### src/rtl/uart_rx.sv
// 8N1 UART receiver with 16x oversampling, mid-bit sampling and a first-word fall-through RX FIFO.
// Optional parity checking is enabled with `define UART_RX_PARITY_EN (adds the PARITY state and the parity_err port).
module uart_rx #(
  parameter int unsigned DEPTH      = 16,
  parameter bit          PARITY_ODD = 1'b0
) (
  input  logic       clk,
  input  logic       reset,
  input  logic [7:0] freq_divider,
  input  logic       rx_bit,
  input  logic       pop,
  output logic [7:0] data_out,
  output logic       empty,
  output logic       full,
  output logic       frame_err,
  output logic       overrun,
`ifdef UART_RX_PARITY_EN
  output logic       parity_err,
`endif
  input  logic       clear_err
);

  localparam int unsigned AW = $clog2(DEPTH);

  typedef enum logic [2:0] {
    S_IDLE,
    S_START,
    S_DATA,
`ifdef UART_RX_PARITY_EN
    S_PARITY,
`endif
    S_STOP,
    S_BRK
  } state_t;

  logic       rx_meta, rx_s;
  logic [7:0] div_cnt;
  logic       tick;

  state_t     state, state_n;
  logic [3:0] s_cnt, s_cnt_n;
  logic [2:0] bit_idx, bit_idx_n;
  logic [7:0] shift, shift_n;
  logic       push, set_frame;
`ifdef UART_RX_PARITY_EN
  logic       par_bad, par_bad_n, set_parity;
`endif

  logic [7:0]  mem [DEPTH];
  logic [AW:0] wr_ptr, rd_ptr;
  logic        do_push, do_pop;

  // Lowering freq_divider below div_cnt must still fire a tick, hence >=.
  assign tick = (div_cnt >= freq_divider);

  always_ff @(posedge clk) begin
    if (reset) begin
      rx_meta <= 1'b1;
      rx_s    <= 1'b1;
      div_cnt <= '0;
    end else begin
      rx_meta <= rx_bit;
      rx_s    <= rx_meta;
      div_cnt <= tick ? '0 : div_cnt + 8'd1;
    end
  end

  always_ff @(posedge clk) begin
    if (reset) begin
      state   <= S_IDLE;
      s_cnt   <= '0;
      bit_idx <= '0;
      shift   <= '0;
`ifdef UART_RX_PARITY_EN
      par_bad <= 1'b0;
`endif
    end else begin
      state   <= state_n;
      s_cnt   <= s_cnt_n;
      bit_idx <= bit_idx_n;
      shift   <= shift_n;
`ifdef UART_RX_PARITY_EN
      par_bad <= par_bad_n;
`endif
    end
  end

  always_comb begin
    state_n   = state;
    s_cnt_n   = s_cnt;
    bit_idx_n = bit_idx;
    shift_n   = shift;
    push      = 1'b0;
    set_frame = 1'b0;
`ifdef UART_RX_PARITY_EN
    par_bad_n  = par_bad;
    set_parity = 1'b0;
`endif
    if (tick) begin
      case (state)
        S_IDLE: begin
          if (!rx_s) begin
            state_n = S_START;
            s_cnt_n = '0;
`ifdef UART_RX_PARITY_EN
            par_bad_n = 1'b0;
`endif
          end
        end
        S_START: begin
          if (s_cnt == 4'd7) begin
            s_cnt_n   = '0;
            bit_idx_n = '0;
            state_n   = rx_s ? S_IDLE : S_DATA;
          end else begin
            s_cnt_n = s_cnt + 4'd1;
          end
        end
        S_DATA: begin
          // 4-bit s_cnt wraps to 0 after 15, restarting the next bit period.
          s_cnt_n = s_cnt + 4'd1;
          if (s_cnt == 4'd15) begin
            shift_n   = {rx_s, shift[7:1]};
            bit_idx_n = bit_idx + 3'd1;
            if (bit_idx == 3'd7) begin
`ifdef UART_RX_PARITY_EN
              state_n = S_PARITY;
`else
              state_n = S_STOP;
`endif
              s_cnt_n = '0;
            end
          end
        end
`ifdef UART_RX_PARITY_EN
        S_PARITY: begin
          if (s_cnt == 4'd15) begin
            if (rx_s != ((^shift) ^ PARITY_ODD)) begin
              set_parity = 1'b1;
              par_bad_n  = 1'b1;
            end
            state_n = S_STOP;
            s_cnt_n = '0;
          end else begin
            s_cnt_n = s_cnt + 4'd1;
          end
        end
`endif
        S_STOP: begin
          if (s_cnt == 4'd15) begin
            s_cnt_n = '0;
            if (rx_s) begin
`ifdef UART_RX_PARITY_EN
              push = !par_bad;
`else
              push = 1'b1;
`endif
              state_n = S_IDLE;
            end else begin
              set_frame = 1'b1;
              state_n   = S_BRK;
            end
          end else begin
            s_cnt_n = s_cnt + 4'd1;
          end
        end
        S_BRK: begin
          if (rx_s) begin
            state_n = S_IDLE;
            s_cnt_n = '0;
          end
        end
        default: begin
          state_n = S_IDLE;
          s_cnt_n = '0;
        end
      endcase
    end
  end

  assign empty    = (wr_ptr == rd_ptr);
  assign full     = (wr_ptr[AW] != rd_ptr[AW]) && (wr_ptr[AW-1:0] == rd_ptr[AW-1:0]);
  assign do_pop   = pop && !empty;
  assign do_push  = push && (!full || pop);
  assign data_out = mem[rd_ptr[AW-1:0]];

  always_ff @(posedge clk) begin
    if (reset) begin
      wr_ptr <= '0;
      rd_ptr <= '0;
      for (int unsigned i = 0; i < DEPTH; i++) mem[i] <= '0;
    end else begin
      if (do_push) begin
        mem[wr_ptr[AW-1:0]] <= shift;
        wr_ptr <= wr_ptr + 1'b1;
      end
      if (do_pop) rd_ptr <= rd_ptr + 1'b1;
    end
  end

  always_ff @(posedge clk) begin
    if (reset) begin
      frame_err <= 1'b0;
      overrun   <= 1'b0;
`ifdef UART_RX_PARITY_EN
      parity_err <= 1'b0;
`endif
    end else begin
      frame_err <= set_frame | (frame_err & ~clear_err);
      overrun   <= (push & full & ~pop) | (overrun & ~clear_err);
`ifdef UART_RX_PARITY_EN
      parity_err <= set_parity | (parity_err & ~clear_err);
`endif
    end
  end

endmodule

### config.mk
export PLATFORM = sky130hd
export DESIGN_NAME = uart_rx
export DESIGN_NICKNAME = d
export VERILOG_FILES = /design/src/rtl/uart_rx.sv
export SDC_FILE = /design/constraint.sdc
export NUM_CORES = 1
export LEC_CHECK = 0
export CAP_MARGIN = 30
export CORE_MARGIN = 1
export CORE_UTILIZATION = 45
export DETAILED_ROUTE_END_ITERATION = 7
export GPL_TIMING_DRIVEN = 0
export PLACE_DENSITY = 0.66
export SLEW_MARGIN = 25
export SYNTH_ARGS = -nofsm -noshare
export SYNTH_HDL_FRONTEND = slang
export SYNTH_SLANG_ARGS = --single-unit
### constraint.sdc
create_clock -name clk -period 3.4 [get_ports clk]
set_input_delay 0.68 -clock clk [delete_from_list [all_inputs] [get_ports clk]]
set_output_delay 0.68 -clock clk [all_outputs]
set_load 0.01 [all_outputs]
# Word-level counts from Yosys, hierarchy flattened
# Memories as Yosys holds them, arrays and structs flattened. A register that Yosys moved wholly into a read port is not among the register bits.
# Cells that the tools add are included.
# totals
reg_bits	40
ramBits	128
inputBits	13
out_inout_bits	12
word_cells	93
mem_count	1
# op_classes
addsub	5
magnitude_cmp	1
eq_ne	16
mux	37
bitwise_logic	8
n_reduce_logical	14
# mem_list
name	depth	word_bits	rd	rd_clocked_by_memory_dff	write_ports	line_no	source
mem	16	8	1	1	16	49	logic [7:0] mem [DEPTH];
# ops
cell	count
$mux 4	9
$mux 3	9
$pmux 4 s5	1
$pmux 3 s5	1
$mux 1	14
$ne 2x2->1 const B	6
$add 5x1->5 const B	2
$add 8x1->8 const B	1
$ge 8x8->1	1
$mux 8	1
$reduce_or 8->1	1
$reduce_and 7->1	1
$eq 3x2->1 const B	2
$eq 3x3->1 const B	2
$pmux 3 s2	1
$reduce_and 3->1	2
$eq 5x5->1	1
$add 4x1->4 const B	1
$and 1x1->1	4
$eq 4x3->1 const B	1
$eq 4x4->1	1
$eq 4x4->1 const B	1
$reduce_and 4->1	1
$add 3x1->3 const B	1
11 further kinds	16

# Longest topological paths before layout
# Gate-level depths: netlist of the first run.
# logic_depth
ltp_word	10
mapped_depth	10
mapped_depth_nobuf	7

# Worst setup path after synthesis of the first run
# No wires, ideal clock.
# synth_timing
kind	input -> register
startpoint	in freq_divider[0]
endpoint	mem mem[10][0], enable pin
setup_ns	0.283
arrival_ns	2.486
t_required_ns	3.117
slack_ns	0.631
stages	8
n_path_buf	2
cell_sequence	ha_1 -> nand2b_1 -> a2111oi_1 -> o31a_1 -> buf_4 -> buf_4 -> nor4_4 -> or2_1
# synth_rtl
item	line_no	source
from (decl)	9	input logic [7:0] freq_divider,
to (decl)	49	

==> results of run 1 <==
## metal layers
| metal | vias up | wire, um | track usage |
|---|---|---|---|
| met5 | - | 0 | 0 |
| met4 | 0 | 495 | 0.0766 |
| met3 | 36 | 1140 | 0.0549 |
| met2 | 171 | 10400 | 0.378 |
| met1 | 2759 | 8600 | 0.287 |
| li1 | 2470 | - | - |
## cell usage after synthesis, types with 13 or more instances
cell type / n / area, um2
edfxtp_1: 128 / 3840
and2_1: 73 / 457
and4_1: 56 / 490
dfxtp_1: 44 / 881
mux4_2: 40 / 901
clkbuf_1: 36 / 135
nor2_1: 26 / 97.6
nand2b_1: 19 / 119
ha_1: 17 / 213
inv_1: 14 / 52.6
a21oi_1: 13 / 65.1
## cells in the final DEF (no fill, tap or decap), types with 3 or more instances in the layout
cell / Yosys / layout
and2_1: 73 / 73
xor2_1: 5 / 5
nor4b_4: 1 / 5
mux2i_1: 9 / 9
or2_2: 3 / 3
clkdlybuf4s50_1: 0 / 24
nand3_1: 10 / 10
nor2_1: 26 / 26
buf_2: 6 / 3
clkbuf_16: 0 / 21
edfxtp_1: 128 / 128
ha_1: 17 / 17
nand4_1: 3 / 3
o31ai_1: 8 / 8
nor3_1: 4 / 4
nor2b_1: 5 / 5
clkbuf_1: 36 / 33
dfxtp_1: 44 / 43
nand2b_1: 19 / 19
a31o_2: 5 / 6
inv_1: 14 / 14
o21ai_0: 8 / 8
or2_1: 9 / 5
mux4_2: 40 / 40
clkinv_2: 0 / 3
xnor2_1: 10 / 10
clkbuf_4: 0 / 3
or2_4: 0 / 4
and4_1: 56 / 56
or4_1: 9 / 9
buf_4: 4 / 4
a21oi_1: 13 / 13
clkbuf_8: 0 / 3
nand2_1: 10 / 10
nor4_4: 4 / 4
and3_1: 5 / 5
## worst max path at each step
stage                  end  depth (start not counted)
6_report       data_out[1]                          4
5_1_grt        data_out[2]                          4
4_1_cts        data_out[3]                          4
3_5_place_dp     mem[9][3]                          8
3_3_place_gp     mem[9][3]                          8
2_1_floorplan   mem[10][0]                          8
## timing repair
action                                  4_1_cts  5_1_grt
setup buffers                                 0        0
endpoints found under the setup margin       40       42
cloned                                        0        0
resized for setup                            16       11
## area by class of cell
class                           count  area, um2
Multi-Input combinational cell    386       3520
Sequential cell                   172       4730
Clock buffer                       25        571
Buffer                             48        248
Timing Repair Buffer               24        240
Fill cell                        1529       8520
Inverter                           14       52.6
Clock inverter                      7       43.8
Tap cell                          229        287
## flip-flops by register name, summed over array words and instances (netlist names), named ones only
register	cells
div_cnt	8
frame_err	1
rx_s	1
overrun	1
shift	8
bit_idx	3
rx_meta	1
mem	128
state	3
rd_ptr	5
wr_ptr	5
s_cnt	4
## power by group through the flow
stage | Sequential [mW] | Combinational, mW | Clock [mW]
floorplan | 2.39 | 0.114 | 0
global placement | 2.40 | 0.177 | 0
detailed placement | 2.40 | 0.182 | 0
CTS | 2.36 | 0.185 | 1.99
global route | 2.36 | 0.201 | 2.07
finish | 2.35 | 0.184 | 1.98
## cell families (layout without fill, tap and decap cells)
kind of cell	count (synthesis)	count (layout)	synth area share
AO/OA/AOI/OAI	51	51	0.0431
XOR/XNOR	15	15	0.0155
adder cells (fa/ha/maj)	17	17	0.0251
buffers and inverters	63	118	0.0315
flip-flops	172	172	0.558
multiplexers	51	51	0.120
AND/OR/NAND/NOR	252	252	0.207
## stage by stage
stage,worst slack [ns],instance area (um2)
after floorplan,0.631,8470
after global placement,-0.485,8990
after detailed placement,-0.561,8990
after CTS,0.000194,9660
after global routing,0.00705,9690
final,0.0614,9690
==> impl_results.md, run 1 <==
* Via count at 5,436
* Endpoints failing setup at 0
* Max stage delay on crit path at 0.51 ns
* Synth Net Count at about 650
* HP Class: reg2reg
* Hold_sp: rx_meta
* Final setup skew at 0.00890 ns
* Final core utilization at 0.532
* Post-Syn Area at ~8500 um2
* Worst path bufs/invs at 2
* Critical Path AT at 2.66 ns
* Antenna violations before repair at 0
* All-Layer GR Usage at 0.226
* Die height at 139 um
* CP top delay family: multiplexers
* Post-DP HPWL at 14.5 mm
* Area growth, synth to finish at 14.5%
* Drt wl/cell at between 20 and 25 um
* Ys async rst share at 0
* Diode count at 0
* Post-Syn Instances at 621
* PD cells at 466 nW/um2
* Worst-Margin Slew at around 0.85 ns
* Fraction of power consumed by combinational cells at 0.041
* CP most frequent cell: mux4_2
* Relative slew slack at 0.428
* Routability Congestion at 0.847
* FF+latch count, synth at 172
* Failing checks: DRC
* # IOs at 25
* Maximum number of pins on one net before global-route repair at 17
* CTS tree: built
* Sequential area share after synthesis at 0.558
* IO buf count at 24
* Final Cycle Share at 0.982
* Min Tclk post-route at 3.34 ns
* DRC at 2
* Die area at a little under 20,000 um2
* Core area at around 18,000 um2
* Worst-path fanout max at 10
* Max Clock Freq at 0.300 GHz
* Initial Util at 0.465
* Cts bufs inserted at 17
* Clk buf depth at 2
* Number of DRC markers in iteration 0 at roughly 440
* CP Data Required Time at roughly 2.7 ns
* LEAKAGE at between 3 and 4 nW
* Root buffer cell: clkbuf_16
* Post-CTS Hold Fix Bufs at 0
* Non-filler cells, final at slightly above 900
* Reg2reg setup slack at about 0.56 ns
* Status: complete, but fails checks
* # rows at around 50
* 1st-pass router iterations at 7
* Top FF cell, synth: edfxtp_1
* Critical Path Sink Type: output pin
* Clock power share at 0.438
* Clk slew on worst S/H paths at approximately 0.06 ns
* Fin. max-slew vios at 0
* Hold endpoint: rx_s
* Crit path launch type: flop
* Syn. warnings at 0
* # nets final at just under 700
* Worst path slowest cell: mux4_2
* R2R depth at 6
* Fraction of power spent switching nets at 0.208
* Max cap viols at 0
* Routed Antenna Nets at 0
* Switch Pwr at between 0.9 and 1 mW
* DIE WIDTH at between 100 and 150 um
* Flop pwr share at 0.521
* WHS Path Cells at 1
* First-pass GRT wire length at 32.2 mm
* Post-Syn Area per Cell at about 14 um2
* Number of global-route vias before repair at between 5,000 and 6,000
* Final Hold Viols at 0
* EDFF count, synth at approximately 130
* CTS sink cnt at around 170
* RSZ-0062 raised after global routing: no
* RR Startpoint: s_cnt[0]
* R2r endpoint: mem[11][2]
* CTS H-tree depth at 4
* TNS Setup at 0 ns
* Critical path class: reg2out
* Dpl cells at between 800 and 900
* Total power at 4.52 mW
* Skew-Pair Late Insertion Delay at between 0.4 and 0.5 ns
* Yosys cell types at 59
* CP cell instances: clkbuf_4 -> mux4_2 -> mux4_2 -> clkdlybuf4s50_1
* Routed wire length at 20.6 mm
* Vias/cell at roughly 6
* Grt ovf at 0
* Layout cells sized above 1 at 0.167
* Maximum vdd drop at roughly 0.00036 V
* Internal at 3.58 mW
* Hold WS at around 0.42 ns
(Power assumes the default switching activity.)
==> inputs of run 2 (changes only) <==
--- a/config.mk
+++ b/config.mk
@@ -10,6 +10,7 @@
 export CORE_UTILIZATION = 45
 export DETAILED_ROUTE_END_ITERATION = 7
 export GPL_TIMING_DRIVEN = 0
+export HOLD_SLACK_MARGIN = 0.02
 export PLACE_DENSITY = 0.66
 export SLEW_MARGIN = 25
 export SYNTH_ARGS = -nofsm -noshare
==> results of run 2 <==
No change in the layout: final DEF, timing and power equal those of run 1.
